<file path="config.mk">
export PLATFORM = sky130hd
export DESIGN_NAME = dt_engine_param_flat
export DESIGN_NICKNAME = d
export VERILOG_FILES = /design/src/rtl/dt_engine_param_if.sv /design/src/rtl/dt_engine_param.sv /design/src/flat_wrapper.sv
export SDC_FILE = /design/constraint.sdc
export NUM_CORES = 1
export LEC_CHECK = 0
export ABC_AREA = 1
export BUFFER_PORTS_ARGS = -buffer_cell sky130_fd_sc_hd__buf_2
export CORE_MARGIN = 3
export CORE_UTILIZATION = 59
export DETAILED_ROUTE_END_ITERATION = 6
export PLACE_DENSITY = 0.8
export SLEW_MARGIN = 10
export SYNTH_ARGS = -nofsm -noshare
export SYNTH_HDL_FRONTEND = slang
export SYNTH_SLANG_ARGS = --single-unit
export TNS_END_PERCENT = 50
</file>
<file path="constraint.sdc">
create_clock -name clk -period 3.5 [get_ports clk]
set_input_delay 0.175 -clock clk [delete_from_list [all_inputs] [get_ports clk]]
set_output_delay 0.175 -clock clk [all_outputs]
set_load 0.03 [all_outputs]
</file>
<file path="src/rtl/dt_engine_param_if.sv">
`default_nettype none
// ============================================================================
// dt_engine_param_if : control handshake plus sti ROM / res RAM bus
// Revision: 1.0
// ============================================================================
interface dt_engine_param_if #(
  parameter int IMG_W  = 128,
  parameter int IMG_H  = 128,
  parameter int STI_W  = 16,
  parameter int DIST_W = 8,
  parameter int STI_AW = $clog2(IMG_W * IMG_H / STI_W),
  parameter int RES_AW = $clog2(IMG_W * IMG_H)
);
  logic              start;
  logic              mode;
  logic              busy;
  logic              done;
  logic              sti_rd;
  logic [STI_AW-1:0] sti_addr;
  logic [STI_W-1:0]  sti_di;
  logic              res_wr;
  logic              res_rd;
  logic [RES_AW-1:0] res_addr;
  logic [DIST_W-1:0] res_do;
  logic [DIST_W-1:0] res_di;

  modport master (
    input  start, mode, sti_di, res_di,
    output busy, done, sti_rd, sti_addr, res_wr, res_rd, res_addr, res_do
  );

  modport slave (
    output start, mode, sti_di, res_di,
    input  busy, done, sti_rd, sti_addr, res_wr, res_rd, res_addr, res_do
  );
endinterface
`default_nettype wire

</file>
<file path="src/rtl/dt_engine_param.sv">
`default_nettype none
// ============================================================================
// dt_engine_param : two-pass chessboard / city-block distance-transform engine
// Revision: 1.0
// ============================================================================
module dt_engine_param #(
  parameter int IMG_W  = 128,
  parameter int IMG_H  = 128,
  parameter int STI_W  = 16,
  parameter int DIST_W = 8,
  parameter int STI_AW = $clog2(IMG_W * IMG_H / STI_W),
  parameter int RES_AW = $clog2(IMG_W * IMG_H)
) (
  input wire logic          clk,
  input wire logic          reset,
  dt_engine_param_if.master bus
);
  localparam int                c_XW       = $clog2(IMG_W);
  localparam int                c_YW       = RES_AW - c_XW;
  localparam int                c_BW       = $clog2(STI_W);
  localparam int                c_DW1      = DIST_W + 1;
  localparam logic [RES_AW-1:0] c_LAST_PIX = RES_AW'(IMG_W * IMG_H - 1);
  localparam logic [RES_AW-1:0] c_ROW      = RES_AW'(IMG_W);
  localparam logic [c_XW-1:0]   c_X_MAX    = c_XW'(IMG_W - 1);
  localparam logic [c_YW-1:0]   c_Y_MAX    = c_YW'(IMG_H - 1);
  localparam logic [DIST_W-1:0] c_DMAX     = '1;

  localparam logic [3:0] c_S_IDLE    = 4'd0;
  localparam logic [3:0] c_S_INIT_RD = 4'd1;
  localparam logic [3:0] c_S_INIT_LD = 4'd2;
  localparam logic [3:0] c_S_INIT_WR = 4'd3;
  localparam logic [3:0] c_S_PX_RD   = 4'd4;
  localparam logic [3:0] c_S_PX_CHK  = 4'd5;
  localparam logic [3:0] c_S_NB      = 4'd6;
  localparam logic [3:0] c_S_NB_WAIT = 4'd7;
  localparam logic [3:0] c_S_PX_WR   = 4'd8;
  localparam logic [3:0] c_S_DONE    = 4'd9;

  logic [3:0]        r_state;
  logic [3:0]        w_state_nxt;
  logic              r_mode;
  logic              r_bwd;
  logic [RES_AW-1:0] r_pix;
  logic [STI_AW-1:0] r_waddr;
  logic [STI_W-1:0]  r_word;
  logic [c_BW-1:0]   r_bit;
  logic [DIST_W-1:0] r_self;
  logic [DIST_W-1:0] r_min;
  logic [2:0]        r_nb;

  logic              w_bit_last;
  logic [3:0]        w_px_next;
  logic              w_px_done;
  logic [c_XW-1:0]   w_x;
  logic [c_YW-1:0]   w_y;
  logic              w_h_back, w_h_fwd, w_vert;
  logic              w_left, w_right, w_up, w_down;
  logic              w_nb_end, w_nb_active, w_nb_inside, w_nb_fetch;
  logic [RES_AW-1:0] w_nb_addr;
  logic [c_DW1-1:0]  w_inc;
  logic [DIST_W-1:0] w_cand;
  logic [DIST_W-1:0] w_val;
  logic              w_wr_px;

  assign w_bit_last = (r_bit == c_BW'(STI_W - 1));
  assign w_px_next  = (r_bwd && r_pix == '0) ? c_S_DONE : c_S_PX_RD;
  assign w_px_done  = ((r_state == c_S_PX_CHK) && (bus.res_di == '0)) || (r_state == c_S_PX_WR);

  // Neighbour slots 0..3: W,NW,N,NE in the forward pass, mirrored to E,SE,S,SW backwards
  assign w_x         = r_pix[c_XW-1:0];
  assign w_y         = r_pix[RES_AW-1:c_XW];
  assign w_h_back    = (r_nb[1:0] == 2'd0) || (r_nb[1:0] == 2'd1);
  assign w_h_fwd     = (r_nb[1:0] == 2'd3);
  assign w_vert      = (r_nb[1:0] != 2'd0);
  assign w_left      = r_bwd ? w_h_fwd  : w_h_back;
  assign w_right     = r_bwd ? w_h_back : w_h_fwd;
  assign w_up        = !r_bwd && w_vert;
  assign w_down      = r_bwd && w_vert;
  assign w_nb_end    = r_nb[2];
  assign w_nb_active = !r_nb[0] || !r_mode;
  assign w_nb_inside = !(w_left  && w_x == '0)      && !(w_right && w_x == c_X_MAX) &&
                       !(w_up    && w_y == '0)      && !(w_down  && w_y == c_Y_MAX);
  assign w_nb_fetch  = w_nb_active && w_nb_inside;
  assign w_nb_addr   = r_pix + (w_down ? c_ROW : '0) - (w_up ? c_ROW : '0)
                     + (w_right ? RES_AW'(1) : '0) - (w_left ? RES_AW'(1) : '0);

  assign w_inc   = {1'b0, r_min} + c_DW1'(1);
  assign w_cand  = w_inc[DIST_W] ? c_DMAX : w_inc[DIST_W-1:0];
  assign w_val   = (r_bwd && r_self < w_cand) ? r_self : w_cand;
  assign w_wr_px = !r_bwd || (w_val != r_self);

  always_ff @(posedge clk) begin
    if (!reset) r_state <= c_S_IDLE;
    else        r_state <= w_state_nxt;
  end

  always_comb begin
    w_state_nxt = r_state;
    case (r_state)
      c_S_IDLE, c_S_DONE: if (bus.start) w_state_nxt = c_S_INIT_RD;
      c_S_INIT_RD: w_state_nxt = c_S_INIT_LD;
      c_S_INIT_LD: w_state_nxt = c_S_INIT_WR;
      c_S_INIT_WR: if (w_bit_last) w_state_nxt = (r_pix == c_LAST_PIX) ? c_S_PX_RD : c_S_INIT_RD;
      c_S_PX_RD:   w_state_nxt = c_S_PX_CHK;
      c_S_PX_CHK:  w_state_nxt = (bus.res_di == '0) ? w_px_next : c_S_NB;
      c_S_NB: begin
        if (w_nb_end)        w_state_nxt = c_S_PX_WR;
        else if (w_nb_fetch) w_state_nxt = c_S_NB_WAIT;
      end
      c_S_NB_WAIT: w_state_nxt = c_S_NB;
      c_S_PX_WR:   w_state_nxt = w_px_next;
      default:     w_state_nxt = c_S_IDLE;
    endcase
  end

  always_ff @(posedge clk) begin
    if (!reset) begin
      r_mode  <= 1'b0;
      r_bwd   <= 1'b0;
      r_pix   <= '0;
      r_waddr <= '0;
      r_word  <= '0;
      r_bit   <= '0;
      r_self  <= '0;
      r_min   <= '0;
      r_nb    <= '0;
    end else begin
      case (r_state)
        c_S_IDLE, c_S_DONE: begin
          if (bus.start) begin
            r_mode  <= bus.mode;
            r_bwd   <= 1'b0;
            r_pix   <= '0;
            r_waddr <= '0;
          end
        end
        c_S_INIT_LD: begin
          r_word <= bus.sti_di;
          r_bit  <= '0;
        end
        c_S_INIT_WR: begin
          r_word <= r_word << 1;
          r_bit  <= r_bit + c_BW'(1);
          r_pix  <= r_pix + RES_AW'(1);
          if (w_bit_last) r_waddr <= r_waddr + STI_AW'(1);
        end
        c_S_PX_CHK: begin
          r_self <= bus.res_di;
          r_min  <= c_DMAX;
          r_nb   <= '0;
        end
        c_S_NB: begin
          // Skipped slots: out-of-image neighbours count as background (0)
          if (!w_nb_end && !w_nb_fetch) begin
            if (w_nb_active) r_min <= '0;
            r_nb <= r_nb + 3'd1;
          end
        end
        c_S_NB_WAIT: begin
          if (bus.res_di < r_min) r_min <= bus.res_di;
          r_nb <= r_nb + 3'd1;
        end
        default: ;
      endcase

      if (w_px_done) begin
        if (!r_bwd) begin
          if (r_pix == c_LAST_PIX) r_bwd <= 1'b1;
          else                     r_pix <= r_pix + RES_AW'(1);
        end else begin
          r_pix <= r_pix - RES_AW'(1);
        end
      end
    end
  end

  always_comb begin
    bus.busy     = 1'b0;
    bus.done     = 1'b0;
    bus.sti_rd   = 1'b0;
    bus.sti_addr = '0;
    bus.res_wr   = 1'b0;
    bus.res_rd   = 1'b0;
    bus.res_addr = '0;
    bus.res_do   = '0;
    case (r_state)
      c_S_DONE: bus.done = 1'b1;
      c_S_INIT_RD: begin
        bus.busy     = 1'b1;
        bus.sti_rd   = 1'b1;
        bus.sti_addr = r_waddr;
      end
      c_S_INIT_WR: begin
        bus.busy     = 1'b1;
        bus.res_wr   = 1'b1;
        bus.res_addr = r_pix;
        bus.res_do   = DIST_W'(r_word[STI_W-1]);
      end
      c_S_PX_RD: begin
        bus.busy     = 1'b1;
        bus.res_rd   = 1'b1;
        bus.res_addr = r_pix;
      end
      c_S_NB: begin
        bus.busy = 1'b1;
        if (!w_nb_end && w_nb_fetch) begin
          bus.res_rd   = 1'b1;
          bus.res_addr = w_nb_addr;
        end
      end
      c_S_PX_WR: begin
        bus.busy     = 1'b1;
        bus.res_wr   = w_wr_px;
        bus.res_addr = r_pix;
        bus.res_do   = w_val;
      end
      c_S_INIT_LD, c_S_PX_CHK, c_S_NB_WAIT: bus.busy = 1'b1;
      default: ;
    endcase
  end
endmodule
`default_nettype wire

</file>
<file path="src/flat_wrapper.sv">
// flat-port wrapper written by rule: the top's interface ports become plain ports
module dt_engine_param_flat 
#(
  parameter int IMG_W  = 128,
  parameter int IMG_H  = 128,
  parameter int STI_W  = 16,
  parameter int DIST_W = 8,
  parameter int STI_AW = $clog2(IMG_W * IMG_H / STI_W),
  parameter int RES_AW = $clog2(IMG_W * IMG_H)
)
  (clk, reset, bus_start, bus_mode, bus_sti_di, bus_res_di, bus_busy, bus_done, bus_sti_rd, bus_sti_addr, bus_res_wr, bus_res_rd, bus_res_addr, bus_res_do);
  dt_engine_param_if #(.IMG_W(IMG_W), .IMG_H(IMG_H), .STI_W(STI_W), .DIST_W(DIST_W), .STI_AW(STI_AW), .RES_AW(RES_AW)) bus_i ();
  input wire logic clk;
  input wire logic reset;
  input wire logic [$bits(bus_i.start)-1:0] bus_start;
  input wire logic [$bits(bus_i.mode)-1:0] bus_mode;
  input wire logic [$bits(bus_i.sti_di)-1:0] bus_sti_di;
  input wire logic [$bits(bus_i.res_di)-1:0] bus_res_di;
  output wire logic [$bits(bus_i.busy)-1:0] bus_busy;
  output wire logic [$bits(bus_i.done)-1:0] bus_done;
  output wire logic [$bits(bus_i.sti_rd)-1:0] bus_sti_rd;
  output wire logic [$bits(bus_i.sti_addr)-1:0] bus_sti_addr;
  output wire logic [$bits(bus_i.res_wr)-1:0] bus_res_wr;
  output wire logic [$bits(bus_i.res_rd)-1:0] bus_res_rd;
  output wire logic [$bits(bus_i.res_addr)-1:0] bus_res_addr;
  output wire logic [$bits(bus_i.res_do)-1:0] bus_res_do;
  assign bus_i.start = bus_start;
  assign bus_i.mode = bus_mode;
  assign bus_i.sti_di = bus_sti_di;
  assign bus_i.res_di = bus_res_di;
  assign bus_busy = bus_i.busy;
  assign bus_done = bus_i.done;
  assign bus_sti_rd = bus_i.sti_rd;
  assign bus_sti_addr = bus_i.sti_addr;
  assign bus_res_wr = bus_i.res_wr;
  assign bus_res_rd = bus_i.res_rd;
  assign bus_res_addr = bus_i.res_addr;
  assign bus_res_do = bus_i.res_do;
  dt_engine_param #(.IMG_W(IMG_W), .IMG_H(IMG_H), .STI_W(STI_W), .DIST_W(DIST_W), .STI_AW(STI_AW), .RES_AW(RES_AW)) u_core (.clk(clk), .reset(reset), .bus(bus_i));
endmodule
</file>
==> summary.md <==
| Metric | Value |
|---|---|
| Die ar. | approximately 11,000 sq um |
| Htree depth | 3 |
| Yosys warns | 0 |
| Count of final max-slew check failures | 0 |
| Post-Synthesis Cell Area | 5760 sq um |
| IO Count | 65 |
| Synthesis-to-layout area growth | 14.4% |
| Lkg Pwr | 0.00302 uW |
| Xor/xnor share of the synthesized area | just under 2% |
| Final TNS setup | 0 ps |
| Clock insertion delay at the later pin of the skew report | 350 ps |
| Cell area after layout | around 6600 sq um |
| Post-route DRC | 0 |
| CP peak stage delay | around 370 ps |
| Critical path class | flop to output port |
| Met1 global-route usage | about 36% |
| Final core occ | 70.4% |
| Setup repair after global routing missed its margin | true |
| Initial antenna violation count | 0 |
| Worst vdd ir | about 0.36 mV |
| Largest net degree at the start of global routing | 43 |
| Largest area contributor in the netlist | dfxtp_1 |
| Status | finished, final reports clean |
| Fin crit period | 3370 ps |
| CP Capture Type | output port |
| Final worst-path cycle share | 96.2% |
| Final Skew | between 10 and 15 ps |
| Slew HR | 58.8% |
| Dpl hpwl | ~11 mm |
| DIE HEIGHT | 105 microns |
| Die width | roughly 100 microns |
| Worst hold path type | input pin to flop |
| GRT met2 Usage | 44.5% |
| Critical path startpoint category | flop |
| Mux contribution to synthesized area | 0% |
| Synth unique cells | 46 |
| Routability congestion estimate | 0.897 |
| Synth Area per Inst | 6.47 sq um |
| Row cnt | 35 |
| Arrival time worst endpoint | roughly 3200 ps |
| First-iteration detailed-routing DRC count | 549 |
| Largest family of logic cells by synthesized area | simple AND/OR/NAND/NOR gates |
| NumNets Final | 1,045 |
| Post-Synth Simple-Gate Area | 27.5% |
| Final WL | 14.6 mm |
| Root Buffer | clkbuf_8 |
| Final Hold Fails | 0 |
| GRT Overall Usage | a little over a quarter |
| Max-Cap Viols | 0 |
| Yosys top cell area share | approximately a quarter |
| Filler Cells Inserted | 820 |
| Max FO, Critical Path | 5 |
| Crit-path cells | nand3_2 > nor2_1 > inv_1 > nor2_4 > nand2_2 > a21oi_2 > o21ai_2 > inv_2 > ha_4 > a211oi_2 > nand2_1 > a31oi_4 > nand2_2 > nand3b_1 > nand2_1 > nor2_1 > nand3_1 > nor2_2 > nor2_1 > buf_4 |
| Placed inst area | 6170 sq um |
| CP dominant cell by count | nor2_1 |
| Gr ovfl total | 0 |
| Final ANT Viol Nets | 0 |
| Routed length per placed instance | 13.3 microns |
| Syn nets | 975 |
| Reg clk slew, reported paths | 80 ps |
| Setup violators final | 0 |
| Number of global-route vias before repair | 5,419 |
| Seq cells post-synth | 69 |
| Longest Clk Path Bufs | 2 |
| Vias/cell | ~5.5 |
| Initial Util | 61.5% |
| CTS tree | done |
| Worst-Margin Slew | about 620 ps |
| WHS | approximately 82 ps |
| Sequential-to-total area share from yosys stat | 24.0% |
| Gr busiest metal | met2 |
| First-pass GRT wire length | 24.7 mm |
| Critical Path RT | 3320 ps |
| I/O Buffers | 64 |
| Cells after Synth | 891 |
| Synth Area in Compound Gates | 21.9% |
| Met3 Use GR | 4.76% |
| DR vias | 6,007 |
| Share of cells above drive strength 1 | 19.6% |
| Cts hold-fix bufs | 0 |
| Slowest-stage cell, CP | dfxtp_4 |
| Clk sinks | 69 |
| Drt first pass iters | 6 |
| Core area | 9370 sq um |
| Antenna diodes | 0 |
| Area contributors post-synth | dfxtp_1 24%, ha_1 12%, nand2_1 11% |
| Cts bufs inserted | 9 |
| Achievable Freq | 297 MHz |
| PwrDens | 311 nW/um^2 |
| Post-Synth Adder-Cell Area | 12.3% |
==> cell usage after synthesis (all sizes together) <==
cell	n
xor2	10
a22oi	1
inv	147
nor3b	1
nand4	10
clkbuf	9
nand3b	2
a31oi	8
fa	1
nand2	181
a211oi	15
a21oi	78
dfxtp	69
xnor2	3
a31o	1
o21bai	2
nor2	91
a41oi	1
clkinv	1
buf	16
or2	1
o22ai	16
ha	55
nor4	3
nor3	10
nand3	59
o21ai	93
o211ai	3
a221oi	4
==> state kept, by name, summed over array words and instances, names as in the netlist <==
name	cells
u_core.r_min	8
u_core.r_self	8
u_core.r_mode	1
u_core.r_state	4
u_core.r_bwd	1
u_core.r_word	16
u_core.r_waddr	10
u_core.r_pix	14
u_core.r_bit	4
u_core.r_nb	3
==> cell usage in the layout, fill, tap and decap left out, types with 5 or more instances in the layout <==
master / instances
clkbuf_8: 9
inv_2: 21
nand2_2: 14
o22ai_1: 16
nand2_1: 168
a211oi_1: 13
o21ai_0: 75
nor2_4: 8
nor3_1: 6
xor2_1: 10
a31oi_1: 7
nor2_2: 10
buf_2: 61
o21ai_1: 12
a21oi_1: 73
inv_1: 122
nor2_1: 73
dfxtp_1: 64
buf_4: 21
nand3_1: 57
o21ai_2: 5
nand4_1: 10
ha_1: 50
==> stage by stage <==
step / setup slack (ps) / cells / power [uW]
floorplan: 310 / 891 / 1290
global placement: 246 / 1070 / 1420
detailed placement: 152 / 1070 / 1420
CTS: 16.0 / 1088 / 2060
global route: -82.2 / 1094 / 2170
finish: 132 / 1094 / 2050
==> layer usage <==
layer	routed length (microns)	vias up	share of wire [%]
met5	0	-	0
met4	157	0	1.1
met3	1050	23	7.2
met2	6850	202	47
met1	6530	2706	45
li1	-	3076	-
==> timing repair <==
action,4_1_cts,5_1_grt
gates resized for setup,13,44
pin swaps,3,23
buffers inserted,1,6
cloned,2,0
endpoints found under the setup margin,12,13
==> path summary, 6_finish.rpt <==
check | slack [ps] | from | cells past startpoint | end
hold / removal | 80 | bus_sti_di[0] | 3 | u_core.r_word[0]
setup reg to reg | 990 | u_core.r_pix[2] | 13 | u_core.r_pix[3]
setup / recovery | 130 | u_core.r_min[1] | 20 | bus_res_wr
hold reg to reg | 480 | u_core.r_waddr[4] | 2 | u_core.r_waddr[4]
==> kinds of logic after synthesis <==
group,count (synthesis)
compound gates,222
xor+xnor,13
fa+ha+maj,56
buf+inv,173
flops,69
simple gates,358
==> area by class of cell <==
class / instances / area (sq um) / share of cell area, %
multi-input cells: 651 / 3820 / 57.9
flip-flops and latches: 69 / 1400 / 21.2
inverters: 148 / 566 / 8.58
repair buffers: 82 / 463 / 7.02
well taps: 129 / 161 / 2.45
clock buffers: 9 / 124 / 1.88
clock inverters: 6 / 65.1 / 0.987
==> power breakdown <==
part | internal (uW) | total [uW] | switching, uW
Clock | 325 | 644 | 319
Combinational | 163 | 546 | 383
Sequential | 828 | 864 | 36.2
Total | 1320 | 2050 | 738
==> worst max-delay path, delay by kind of cell, from the launching register on <==
family                   cells  cell delay (ps)
AO/OA/AOI/OAI                4              660
flip-flops                   1              370
AND/OR/NAND/NOR             12             1250
buffers and inverters        3              360
adder cells (fa/ha/maj)      1              210
No activity file was read; power rests on OpenSTA's default activity.
